**src/rtl/pc_fetch_unit_pkg.sv**
```systemverilog
`default_nettype none
// ============================================================================
//  Module   : pc_fetch_unit_pkg
//  Purpose  : Shared defines for the fetch stage. Holds the next-PC selector
//             codes, the fetch FSM state encodings and the default addresses.
//  Revision : 1.0  initial release
// ============================================================================
package pc_fetch_unit_pkg;

  // Next-PC source selectors used by the ID-stage next-PC mux
  localparam logic [1:0] NPC_PC4    = 2'd0;
  localparam logic [1:0] NPC_BRANCH = 2'd1;
  localparam logic [1:0] NPC_JUMP   = 2'd2;
  localparam logic [1:0] NPC_JR     = 2'd3;

  // Fetch FSM state encodings
  typedef enum logic [0:0] {
    PCU_RUN     = 1'b0,
    PCU_HANDLER = 1'b1
  } pcu_state_t;

  // Default addresses and the fetch-side exception code
  localparam logic [31:0] C_RESET_PC   = 32'h0000_3000;
  localparam logic [31:0] C_HANDLER_PC = 32'h0000_4180;
  localparam logic [31:0] C_IM_LO      = 32'h0000_3000;
  localparam logic [31:0] C_IM_HI      = 32'h0000_6FFF;
  localparam logic [4:0]  C_EXC_ADEL   = 5'd4;

endpackage
`default_nettype wire

```
**src/rtl/fetch_addr_check.sv**
```systemverilog
`default_nettype none
// ============================================================================
//  Module   : fetch_addr_check
//  Purpose  : Combinational alignment/range checker. Flags an address that is
//             not word aligned or lies outside [LO, HI]. The same block serves
//             data-side AdEL/AdES by passing a different code and window.
//  Revision : 1.0  initial release
// ============================================================================
module fetch_addr_check #(
  parameter logic [31:0] LO       = 32'h0000_3000,
  parameter logic [31:0] HI       = 32'h0000_6FFF,
  parameter logic [4:0]  EXC_CODE = 5'd4
) (
  input  logic [31:0] addr,
  output logic        exc_valid,
  output logic [4:0]  exc_code
);

  logic w_misaligned;
  logic w_out_of_range;

  // Unsigned 32-bit comparisons; the code is zero whenever no fault is present
  always_comb begin
    w_misaligned   = (addr[1:0] != 2'b00);
    w_out_of_range = (addr < LO) || (addr > HI);
    exc_valid      = w_misaligned || w_out_of_range;
    exc_code       = exc_valid ? EXC_CODE : 5'd0;
  end

endmodule
`default_nettype wire

```
**src/rtl/pc_fetch_unit.sv**
```systemverilog
`default_nettype none
// ============================================================================
//  Module   : pc_fetch_unit
//  Purpose  : F-stage PC register with redirect selection (reset, exception
//             entry, eret, stall, normal advance), fetch AdEL flagging,
//             delay-slot flag, handler-mode FSM and a retired-fetch counter.
//  Revision : 1.0  initial release
// ============================================================================
module pc_fetch_unit
  import pc_fetch_unit_pkg::*;
#(
  parameter logic [31:0] RESET_PC   = C_RESET_PC,
  parameter logic [31:0] HANDLER_PC = C_HANDLER_PC,
  parameter logic [31:0] IM_LO      = C_IM_LO,
  parameter logic [31:0] IM_HI      = C_IM_HI,
  parameter logic [4:0]  EXC_ADEL   = C_EXC_ADEL
) (
  input  logic        clk,
  input  logic        reset,
  input  logic        stall,
  input  logic [31:0] nextPC,
  input  logic        jump_D,
  input  logic        eret_D,
  input  logic [31:0] EPC,
  input  logic        req,
  output logic [31:0] PC_F,
  output logic        kill_F,
  output logic        excValid_F,
  output logic [4:0]  ExcCode_F,
  output logic        BD_F,
  output logic        in_handler,
  output logic [31:0] fetch_count
);

  logic [31:0] r_pc;
  logic [31:0] r_fetch_count;
  pcu_state_t  r_state;

  pcu_state_t  w_state_next;
  logic [31:0] w_pc_next;
  logic        w_count_en;

  fetch_addr_check #(
    .LO       (IM_LO),
    .HI       (IM_HI),
    .EXC_CODE (EXC_ADEL)
  ) u_fetch_addr_check (
    .addr      (r_pc),
    .exc_valid (excValid_F),
    .exc_code  (ExcCode_F)
  );

  // Redirect priority req > eret > stall > advance; req and eret both beat a stall
  always_comb begin
    w_pc_next = nextPC;
    if (req) begin
      w_pc_next = HANDLER_PC;
    end else if (eret_D) begin
      w_pc_next = EPC;
    end else if (stall) begin
      w_pc_next = r_pc;
    end
  end

  // FSM next state: req always lands in HANDLER (no nesting); eret leaves it only without req
  always_comb begin
    w_state_next = r_state;
    case (r_state)
      PCU_RUN: begin
        if (req) begin
          w_state_next = PCU_HANDLER;
        end
      end
      PCU_HANDLER: begin
        if (!req && eret_D) begin
          w_state_next = PCU_RUN;
        end
      end
      default: w_state_next = PCU_RUN;
    endcase
  end

  // Squash the F instruction on its own fetch fault or on an eret redirect (no delay slot)
  always_comb begin
    kill_F     = excValid_F | eret_D;
    BD_F       = jump_D;
    in_handler = (r_state == PCU_HANDLER);
    w_count_en = !stall && !req && !kill_F;
  end

  // PC register, FSM state and retired-fetch counter; reset discards any same-cycle redirect
  always_ff @(posedge clk) begin
    if (!reset) begin
      r_pc          <= RESET_PC;
      r_state       <= PCU_RUN;
      r_fetch_count <= 32'd0;
    end else begin
      r_pc    <= w_pc_next;
      r_state <= w_state_next;
      if (w_count_en) begin
        r_fetch_count <= r_fetch_count + 32'd1;
      end
    end
  end

  assign PC_F        = r_pc;
  assign fetch_count = r_fetch_count;

endmodule
`default_nettype wire

```
**config.mk**
```make
export PLATFORM = sky130hd
export DESIGN_NAME = pc_fetch_unit
export DESIGN_NICKNAME = d
export VERILOG_FILES = /design/src/rtl/pc_fetch_unit_pkg.sv /design/src/rtl/fetch_addr_check.sv /design/src/rtl/pc_fetch_unit.sv
export SDC_FILE = /design/constraint.sdc
export NUM_CORES = 1
export LEC_CHECK = 0
export BUFFER_PORTS_ARGS = -buffer_cell sky130_fd_sc_hd__buf_2
export CAP_MARGIN = 10
export CORE_AREA = 2 2 85 87
export CTS_CLUSTER_DIAMETER = 50
export DETAILED_ROUTE_END_ITERATION = 8
export DIE_AREA = 0 0 87 89
export HOLD_SLACK_MARGIN = 0.08
export PLACE_DENSITY = 0.81
export SLEW_MARGIN = 40
export SYNTH_ARGS = -nofsm -noshare
export SYNTH_HDL_FRONTEND = slang
export SYNTH_HIERARCHICAL = 1
export SYNTH_SLANG_ARGS = --single-unit
```
**constraint.sdc**
```tcl
create_clock -name clk -period 7.2 [get_ports clk]
set_input_delay 0.36 -clock clk [delete_from_list [all_inputs] [get_ports clk]]
set_output_delay 0.36 -clock clk [all_outputs]
set_load 0.03 [all_outputs]
```
==> summary.md, run 1 <==
| Metric | Value |
|---|---|
| # port buffers | `136` |
| Clock skew | `0.00704 ns` |
| Worst Setup EP | `fetch_count[26]` |
| Initial antenna violation count | `0` |
| Register area share after synthesis | `39.6%` |
| Synth top area share | `39.6%` |
| CTS Hold Bufs | `0` |
| Gpl congestion | `0.797` |
| Synthesized area | `3280 um2` |
| Hold Violations, Final | `0` |
| Place WS | `4.24 ns` |
| Tot GR Track Use | `22.4%` |
| Postcts setup bufs | `0` |
| Antenna diodes | `0` |
| Top cell by count, worst path | `or4_4` |
| Slew HR | `45.1%` |
| CTS tree | `built` |
| Area Growth Syn to Fin | `24.9%` |
| Vias per cell | `5.53` |
| Synth cell types | `33` |
| Via Count | `3227` |
| Post-route cell area | `4100 um2` |
| Crit-path max FO | `20` |
| Most frequent cells in the layout | `buf_2, nor2_1, dfxtp_1, a21oi_1, mux2i_1` |
| GRT Residual Overflow | `0` |
| Seq cells post-synth | `65` |
| Hold/Removal Path Class | `primary input to flop` |
| Stages on the worst setup path | `7` |
| Peak supply drop | `0.000122 V` |
| Final Power | `793 uW` |
| Delay-heaviest family, CP | `simple AND/OR/NAND/NOR gates` |
| Filler cells | `603` |
| Ys Warns | `6` |
| Global-route wire length before repair | `13700 um` |
| Setup slack, reg-to-reg | `4.19 ns` |
| Outcome | `finished clean` |
| Worst-path clk slew | `0.07 ns` |
| I/O pin count | `143` |
| Largest net degree at the start of global routing | `63` |
| Starting Density | `48.9%` |
| Critical path required time | `7.40 ns` |
| Worst-Margin Slew | `0.821 ns` |
| Post-Syn Instances | `381` |
| Clock Path Buffers | `2` |
| Setup TNS Final | `0 ns` |
| WL/cell | `14.5 um` |
| Dpl hpwl | `6100 um` |
| Pre-antenna DRT Iters | `4` |
| Max cap viols | `0` |
| CTS sink count | `65` |
| Slew Viols, Final | `0` |
| Clock root buffer master | `clkbuf_8` |
| RSZ-0062 raised after global routing | `no` |
| CORE AREA | `6720 um2` |
| Share of cells above drive strength 1 | `33.9%` |
| Post_cts resized | `0` |
| ANT nets after route | `0` |
| Die area | `7740 um2` |
| Worst reg2reg path startpoint | `PC_F[18]` |
| WP data arrival | `3.20 ns` |
| Num rows | `30` |
| Final Cycle Share | `41.7%` |
| Most common cell after layout, fill and taps aside | `buf_2` |
| Mean post-synth cell area | `8.62 um2` |
| Critical path origin | `PC_F[18]` |
| Setup ws final | `4.19 ns` |
| Largest stage delay, worst path | `0.70 ns` |
| Ranking of synthesized cells by area | `dfxtp_1, mux2i_1, nor2_1, a21oi_1, o41ai_2` |
| Setup violations, final | `0` |
| Static leakage | `0.00188 uW` |
| Area after DPL | `3900 um2` |
| Drc violations | `0` |
| F_max | `333 MHz` |
| Critical Path Start Type | `flop` |
| CTS buffer count | `9` |
| Worst Setup End Kind | `flop` |
| Chip Width | `87 um` |
| Crit-path cells | `nor4_1 > and3_1 > nand4_1 > or4_4 > or4_4 > o311ai_1 > o41ai_2` |
| Worst-Skew Late Latency | `0.34 ns` |
| Number of global-route vias before repair | `3057` |
| Power per cell area | `193 nW/um2` |
| Die Ht | `89 um` |
| Worst reg2reg path endpoint | `fetch_count[26]` |
| DR iter-0 viols | `120` |
| H-tree depth | `3` |
| Reg2Reg Depth | `7` |
| Tmin final | `3.01 ns` |
| Slowest stage cell, crit path | `or4_4` |
| Crit path buf inv count | `0` |
| Worst setup path class | `flop to flop` |
| NumNets Final | `571` |
| Leading area contributor after synthesis | `dfxtp_1` |
| Drt total wl | `8490 um` |
==> power by group <==
group / internal, uW / leakage [uW] / switching, uW
registers: 368 / 0.000529 / 6.51
clock network: 176 / 0.000102 / 136
logic: 40.0 / 0.00125 / 66.2
==> worst min path at each step <==
stage / start / end / slack [ns] / cells past startpoint
detailed placement: fetch_count[29] / fetch_count[29] / 0.48 / 2
global placement: fetch_count[31] / fetch_count[31] / 0.45 / 2
floorplan: req / PC_F[12] / 0.47 / 1
CTS: EPC[27] / PC_F[27] / 0.23 / 3
global route: EPC[24] / PC_F[24] / 0.25 / 3
finish: EPC[27] / PC_F[27] / 0.25 / 3
==> stage by stage <==
step,util (%),instances,hold WS (ns)
floorplan,-,384,0.472
global placement,57.9,569,0.450
detailed placement,58.0,569,0.482
CTS,60.9,584,0.231
global route,61.0,584,0.248
finish,61.0,584,0.249
==> area by class of cell <==
type                    instances  area (um2)  area share (%)
multi-input cells             276        1770            43.2
flip-flops and latches         65        1300            31.7
repair buffers                136         686            16.7
clock buffers                  12         155            3.78
well taps                      80         100            2.44
inverters                      12        45.0            1.10
clock inverters                 3        40.0           0.977
==> worst min-delay path, stage by stage <==
cell and delay, ns:
buf_2 0.07, a21oi_1 0.05, nor2_1 0.07
==> per-layer routing <==
metal  routed length, um  GRT usage (%)
met3                 729           7.48
met2                4220           40.7
met1                3400           23.9
met5                   0              0
met4                 131           9.23
==> flip-flops by register name, indices dropped and copies added, names as in the netlist <==
name,flops
PC_F,32
in_handler,1
fetch_count,32
==> cells in the mapped netlist <==
| library cell | number |
|---|---|
| or4_1 | 1 |
| inv_1 | 12 |
| nand2_1 | 23 |
| or4_4 | 3 |
| buf_1 | 1 |
| xor2_1 | 2 |
| or2_2 | 2 |
| ha_1 | 1 |
| clkbuf_1 | 18 |
| xnor2_1 | 8 |
| dfxtp_1 | 65 |
| nand2b_1 | 10 |
| or3_1 | 8 |
| a21oi_1 | 43 |
| o31ai_1 | 1 |
| nor3_1 | 2 |
| and4_1 | 4 |
| o311ai_1 | 8 |
| nand3_1 | 8 |
| nand4_1 | 8 |
| buf_6 | 6 |
| nor2_1 | 66 |
| o41ai_2 | 10 |
| conb_1 | 1 |
| buf_4 | 6 |
| and2_1 | 1 |
| o311ai_4 | 1 |
| mux2i_1 | 35 |
| nor4_1 | 10 |
| and3_1 | 1 |
| nor4_2 | 2 |
| o21ai_0 | 13 |
| o311ai_2 | 1 |
==> kinds of logic after synthesis <==
kind of cell / after synthesis / share of synthesized area, %
flip-flops: 65 / 39.6
AO/OA/AOI/OAI: 77 / 17.1
AND/OR/NAND/NOR: 149 / 22.4
XOR/XNOR: 10 / 2.67
other: 1 / 0.114
buffers and inverters: 43 / 6.97
multiplexers: 35 / 10.7
adder cells (fa/ha/maj): 1 / 0.381
Note: power is estimated with default switching activity, not from simulation.
==> run 2: changes to the inputs <==
- ABC_AREA: not set -> 1
- CORE_AREA: 2 2 85 87 -> 2 2 89 91
- DIE_AREA: 0 0 87 89 -> 0 0 91 93
- PLACE_DENSITY: 0.81 -> 0.79
- clock period: 7.2 -> 3.15 ns (I/O delays scaled with it)
==> summary.md, run 2 <==
| Metric | Value |
|---|---|
| Number of global-route vias before repair | `3808 (+25%)` |
| Hold/Removal Path Class | `primary input to flop` |
| Starting Density | `47.8% (-1.1 points)` |
| Most frequent cells in the layout | `nand2_1, buf_2, nor2_1, inv_1, nand3_1` |
| Switching Fraction | `27.4% (+1.0 points)` |
| Switch Pwr | `501 uW (+140%)` |
| Static leakage | `0.00239 uW (+27%)` |
| Global-route wire length before repair | `17000 um (+24%)` |
| Tot GR Track Use | `24.6% (+2.2 points)` |
| Num rows | `32 (+6.7%)` |
| Synth Flop Type | `dfxtp_1` |
| Final Cycle Share | `60.8% (+19 points)` |
| Final Power | `1830 uW (+130%)` |
| Clock Path Buffers | `2 (unchanged)` |
| CTS sink count | `65 (unchanged)` |
| Post-Syn Instances | `571 (+50%)` |
| # port buffers | `136 (unchanged)` |
| Critical Path Start Type | `flop` |
| Ranking of synthesized cells by area | `dfxtp_1, nand2_1, nand3_1, nor2_1, inv_1` |
| Outcome | `finished clean` |
| Crit-path max FO | `9 (-55%)` |
| Max cap viols | `0 (unchanged)` |
| Clock root buffer master | `clkbuf_8` |
| Synth cell types | `31 (-6.1%)` |
| Most common cell in the synthesized netlist | `nand2_1` |
| Slew Viols, Final | `0 (unchanged)` |
| Sequential power share | `46.9% (-0.4 points)` |
| Worst Setup End Kind | `flop` |
| Seq cells post-synth | `65 (unchanged)` |
| EDFF count, synth | `0 (unchanged)` |
| Clock skew | `0.00802 ns (+0.000979 ns)` |
| CTS tree | `built` |
| Leading area contributor after synthesis | `dfxtp_1` |
| I/O pin count | `143 (unchanged)` |
| Die area | `8460 um2 (+9.3%)` |
| Worst setup path class | `flop to flop` |
| Chip Width | `91 um (+4.6%)` |
| Tmin final | `1.91 ns (-1.09 ns)` |
| Synth top cells by count | `nand2_1, nor2_1, inv_1, nand3_1, dfxtp_1` |
| Via Count | `4082 (+26%)` |
| CORE AREA | `7530 um2 (+12%)` |
| Critical path required time | `3.42 ns (-3.98 ns)` |
| Share of cells above drive strength 1 | `24.9% (-9.0 points)` |
| WL/cell | `12.9 um (-11%)` |
| Die Ht | `93 um (+4.5%)` |
| GRT Residual Overflow | `0 (unchanged)` |
| Vias per cell | `5.07 (-8.2%)` |
| Synth top area share | `36.2% (-3.5 points)` |
| CTS buffer count | `9 (unchanged)` |
| Drt total wl | `10400 um (+23%)` |
| H-tree depth | `3 (unchanged)` |
| Clock Power Share | `39.4% (about the same)` |
| Mean post-synth cell area | `6.30 um2 (-27%)` |
| WP data arrival | `2.18 ns (-1.02 ns)` |
| Gpl congestion | `0.955 (+20%)` |
| Peak supply drop | `0.000248 V (+100%)` |
| Drc violations | `0 (unchanged)` |
| Hold Violations, Final | `0 (unchanged)` |
| Worst-path clk slew | `0.07 ns (about the same)` |
| Postcts setup bufs | `0 (unchanged)` |
| Setup violations, final | `0 (unchanged)` |
| Worst-Skew Late Latency | `0.34 ns (about the same)` |
| F_max | `522 MHz (+57%)` |
| Slew HR | `48.5% (+3.4 points)` |
| Area Growth Syn to Fin | `24.7%` |
| Worst-Margin Slew | `0.768 ns (-0.0530 ns)` |
| Logic pwr share | `13.8% (+0.4 points)` |
| Initial antenna violation count | `1 (+1)` |
| Dpl hpwl | `7920 um (+30%)` |
| Pre-antenna DRT Iters | `6 (+2)` |
| Largest net degree at the start of global routing | `40 (-37%)` |
| Ys Warns | `6 (unchanged)` |
| RSZ-0062 raised after global routing | `no` |
| Synthesized area | `3600 um2 (+9.6%)` |
| DR iter-0 viols | `284 (+140%)` |
| Post_cts resized | `0 (unchanged)` |
| ANT nets after route | `0 (unchanged)` |
| Internal power | `1330 uW (+130%)` |
| NumNets Final | `769 (+35%)` |
| CTS Hold Bufs | `0 (unchanged)` |
| Synth async-reset ratio | `0% (unchanged)` |
| Setup TNS Final | `0 ns (unchanged)` |
| Power per cell area | `408 nW/um2 (+110%)` |
| Register area share after synthesis | `36.2% (-3.5 points)` |
| Most common cell after layout, fill and taps aside | `nand2_1` |
## run 2: changes by cell type in the layout (fill, tap and decap cells not counted), moves of 8 or more
cell,before,now
nor4_1,9,0
nand2b_1,10,0
nor2_1,66,87
o311ai_1,8,0
o41ai_2,10,0
xnor2_1,8,0
o21ai_0,13,31
inv_1,12,78
nand2_1,22,145
nand3_1,8,71
mux2i_1,35,0
or3_1,8,0
a21oi_1,43,15
## run 2: metrics by stage
stage | hold slack (ns) | utilization [%] | setup slack (ns) | area [um2] | instances
2_1_floorplan | 0.296 | - | 1.05 | 3610 | 574
3_3_place_gp | 0.316 | 57.0 | 1.32 | 4290 | 789
3_5_place_dp | 0.316 | 57.0 | 1.29 | 4290 | 789
4_1_cts | 0.0966 | 59.6 | 1.27 | 4490 | 804
5_1_grt | 0.105 | 59.6 | 1.06 | 4490 | 805
6_report | 0.101 | 59.6 | 1.24 | 4490 | 805
## run 2: worst paths after layout
path | start | endpoint | slack (ns) | cells after the start
worst max register to register | PC_F[25] | fetch_count[29] | 1.24 | 13
worst min register to register | fetch_count[9] | fetch_count[9] | 0.51 | 2
worst min-delay path | nextPC[7] | PC_F[7] | 0.10 | 3
worst max-delay path | PC_F[25] | fetch_count[29] | 1.24 | 13
## run 2: power groups by stage
stage | combinational, uW | sequential, uW | clock [uW]
2_1_floorplan | 129 | 915 | 0
3_3_place_gp | 248 | 876 | 0
3_5_place_dp | 251 | 876 | 0
4_1_cts | 251 | 858 | 729
5_1_grt | 276 | 860 | 769
6_report | 252 | 858 | 721
## run 2: layer usage
layer	part of all wire, %	wire length, um	GRT usage (%)	vias up
met5	0	0	0	-
met2	48	5000	41.9	182
li1	-	-	-	2038
met1	43	4520	31.2	1842
met3	6.8	712	4.27	20
met4	1.8	192	9.72	0
## run 2: cell families after synthesis
kind of cell	after synthesis	synth area share, %
and+or+nand+nor	338	41.8
DFF	65	36.2
other	1	0.104
adders and majority gates	1	0.348
AOI/OAI and AO/OA	56	8.55
xor gates and xnor gates	1	0.243
buffers and inverters	109	12.8
## run 2: worst max-delay path, stage by stage, from the launching register on
cell	delay, ns
dfxtp_1	0.34
nor2_1	0.13
nand2_1	0.08
nor2_1	0.09
nand3_1	0.18
nor2_4	0.15
nand2_4	0.13
nor2_8	0.16
nand2_1	0.13
inv_2	0.08
nand3_1	0.11
nand2_1	0.09
nand2_1	0.06
nor2_1	0.11
## run 2: final cells by class
class,count,area (um2)
sequential,65,1300
timing repair buffer,139,703
fill,737,3040
inverter,83,312
antenna,1,2.50
clock buffer,12,155
multi-input combinational,400,1850
clock inverter,3,40.0
tap,102,128
==> run 3: changes to the inputs <==
- clock period: 3.15 -> 1.9 ns (I/O delays scaled with it)
==> summary.md, run 3 (same netlist as run 2, synthesis figures left out) <==
| Metric | Value |
|---|---|
| Logic pwr share | `17.0% (+3.2 points)` |
| Chip Width | `91 um (unchanged)` |
| Starting Density | `47.8% (unchanged)` |
| Tmin final | `1.84 ns (-0.0714 ns)` |
| Via Count | `4320 (+5.8%)` |
| Clock Path Buffers | `2 (unchanged)` |
| Clock Power Share | `37.5% (-1.9 points)` |
| Hold/Removal Path Class | `primary input to flop` |
| Number of global-route vias before repair | `3943 (+3.5%)` |
| Slew Viols, Final | `0 (unchanged)` |
| Static leakage | `0.00264 uW (+10%)` |
| Die Ht | `93 um (unchanged)` |
| Drc violations | `0 (unchanged)` |
| Peak supply drop | `0.000306 V (+24%)` |
| DR iter-0 viols | `305 (+7.4%)` |
| # port buffers | `136 (unchanged)` |
| Switch Pwr | `904 uW (+80%)` |
| Clock skew | `0.0151 ns (+0.00705 ns)` |
| Tot GR Track Use | `26.9% (+2.3 points)` |
| WP data arrival | `2.09 ns (-0.09 ns)` |
| I/O pin count | `143 (unchanged)` |
| Hold Violations, Final | `0 (unchanged)` |
| Clock root buffer master | `clkbuf_8` |
| Final Cycle Share | `97.0% (+36 points)` |
| Worst Setup End Kind | `flop` |
| WL/cell | `13.1 um (+1.5%)` |
| Share of cells above drive strength 1 | `27.6% (+2.7 points)` |
| CTS tree | `built` |
| Setup slack, reg-to-reg | `0.06 ns (-1.18 ns)` |
| Worst-path clk slew | `0.07 ns (about the same)` |
| Critical Path Start Type | `flop` |
| Final Power | `3130 uW (+71%)` |
| Global-route wire length before repair | `18500 um (+8.7%)` |
| ANT nets after route | `0 (unchanged)` |
| Drt total wl | `11300 um (+8.3%)` |
| Most common cell after layout, fill and taps aside | `nand2_1` |
| Setup violations, final | `0 (unchanged)` |
| Switching Fraction | `28.9% (+1.5 points)` |
| Initial antenna violation count | `0 (-1)` |
| CTS sink count | `65 (unchanged)` |
| Critical path required time | `2.14 ns (-1.28 ns)` |
| Worst-Skew Late Latency | `0.35 ns (about the same)` |
| H-tree depth | `3 (unchanged)` |
| Gpl congestion | `0.921 (-3.5%)` |
| Internal power | `2230 uW (+67%)` |
| Worst Hold Slack | `0.0879 ns (-0.0131 ns)` |
| Power per cell area | `618 nW/um2 (+51%)` |
| Area Growth Syn to Fin | `40.8%` |
| Fin cells | `859 (+6.7%)` |
| CTS buffer count | `9 (unchanged)` |
| Die area | `8460 um2 (unchanged)` |
| GRT Residual Overflow | `0 (unchanged)` |
| Worst setup path class | `flop to flop` |
| RSZ-0062 raised after global routing | `yes` |
| Antenna diodes | `0 (-1)` |
| Dpl hpwl | `7700 um (-2.8%)` |
| Sequential power share | `45.5% (-1.4 points)` |
| Largest net degree at the start of global routing | `40 (unchanged)` |
| CORE AREA | `7530 um2 (unchanged)` |
| Vias per cell | `5.03 (-0.82%)` |
| Num rows | `32 (unchanged)` |
| Pre-antenna DRT Iters | `5 (-1)` |
| Most frequent cells in the layout | `nand2_1, buf_2, inv_1, nor2_1, nand3_1` |
| F_max | `542 MHz (+3.9%)` |
| Crit-path max FO | `8 (-1)` |
| Max cap viols | `0 (unchanged)` |
| Outcome | `finished clean` |
| NumNets Final | `823 (+7.0%)` |
| Inst Count DP | `794 (+0.63%)` |
| Final Util | `67.3% (+7.7 points)` |
run 3: cell count changes in the layout (fill, tap and decap cells not counted), sizes merged:
cell	before	now
buf	139	153
diode	1	0
clkbuf	12	9
clkinv	3	4
dlygate4sd3	0	40
clkinvlp	0	3
run 3: power by group through the flow:
stage          Clock, uW  Sequential (uW)  Combinational (uW)
2_1_floorplan          0             1520                 216
3_3_place_gp           0             1450                 420
3_5_place_dp           0             1450                 423
4_1_cts             1190             1420                 501
5_1_grt             1250             1430                 580
6_report            1170             1420                 533
run 3: final timing paths:
path | cells past startpoint | from | end
worst min-delay path | 5 | EPC[28] | PC_F[28]
worst max-delay path | 12 | PC_F[19] | fetch_count[20]
worst min register to register | 1 | fetch_count[2] | fetch_count[2]
worst max register to register | 12 | PC_F[19] | fetch_count[20]
run 3: timing repair:
item / CTS / global route
endpoints found under the hold margin: 25 / 0
gates resized for setup: 0 / 19
buffers inserted: 0 / 9
hold buffers: 40 / 0
endpoints found under the setup margin: 0 / 18
run 3: cell type report:
class | count | area (um2)
fill | 669 | 2460
tap | 102 | 128
sequential | 65 | 1310
timing repair buffer | 193 | 1210
inverter | 83 | 312
clock buffer | 9 | 124
clock inverter | 7 | 71.3
multi-input combinational | 400 | 1920
run 3: per-stage QoR:
| step | setup slack (ns) | instance area [um2] | TNS (ns) |
|---|---|---|---|
| finish | 0.0565 | 5060 | 0 |
| global route | -0.0651 | 5060 | -0.324 |
| CTS | 0.0690 | 4930 | 0 |
| detailed placement | 0.0957 | 4340 | 0 |
| global placement | 0.137 | 4340 | 0 |
| floorplan | 0.0317 | 3620 | 0 |
run 3: layer usage:
| metal | part of all wire (%) | vias up | track usage, % |
|---|---|---|---|
| met5 | 0 | - | 0 |
| met4 | 3.6 | 0 | 13.5 |
| met3 | 7.6 | 37 | 4.27 |
| met2 | 47 | 210 | 43.8 |
| met1 | 42 | 1925 | 34.9 |
| li1 | - | 2148 | - |
run 3: critical path, stage by stage (launching register included):
cell     delay (ns)
dfxtp_1        0.33
nor2_1         0.14
nand2_1        0.09
nor2_2         0.13
nand3_2        0.12
nor2_4         0.18
nand2_8        0.11
nor2_4         0.16
nand2_4        0.09
nor2_4         0.16
nand2_2        0.08
nor2_2         0.12
nor2_1         0.05
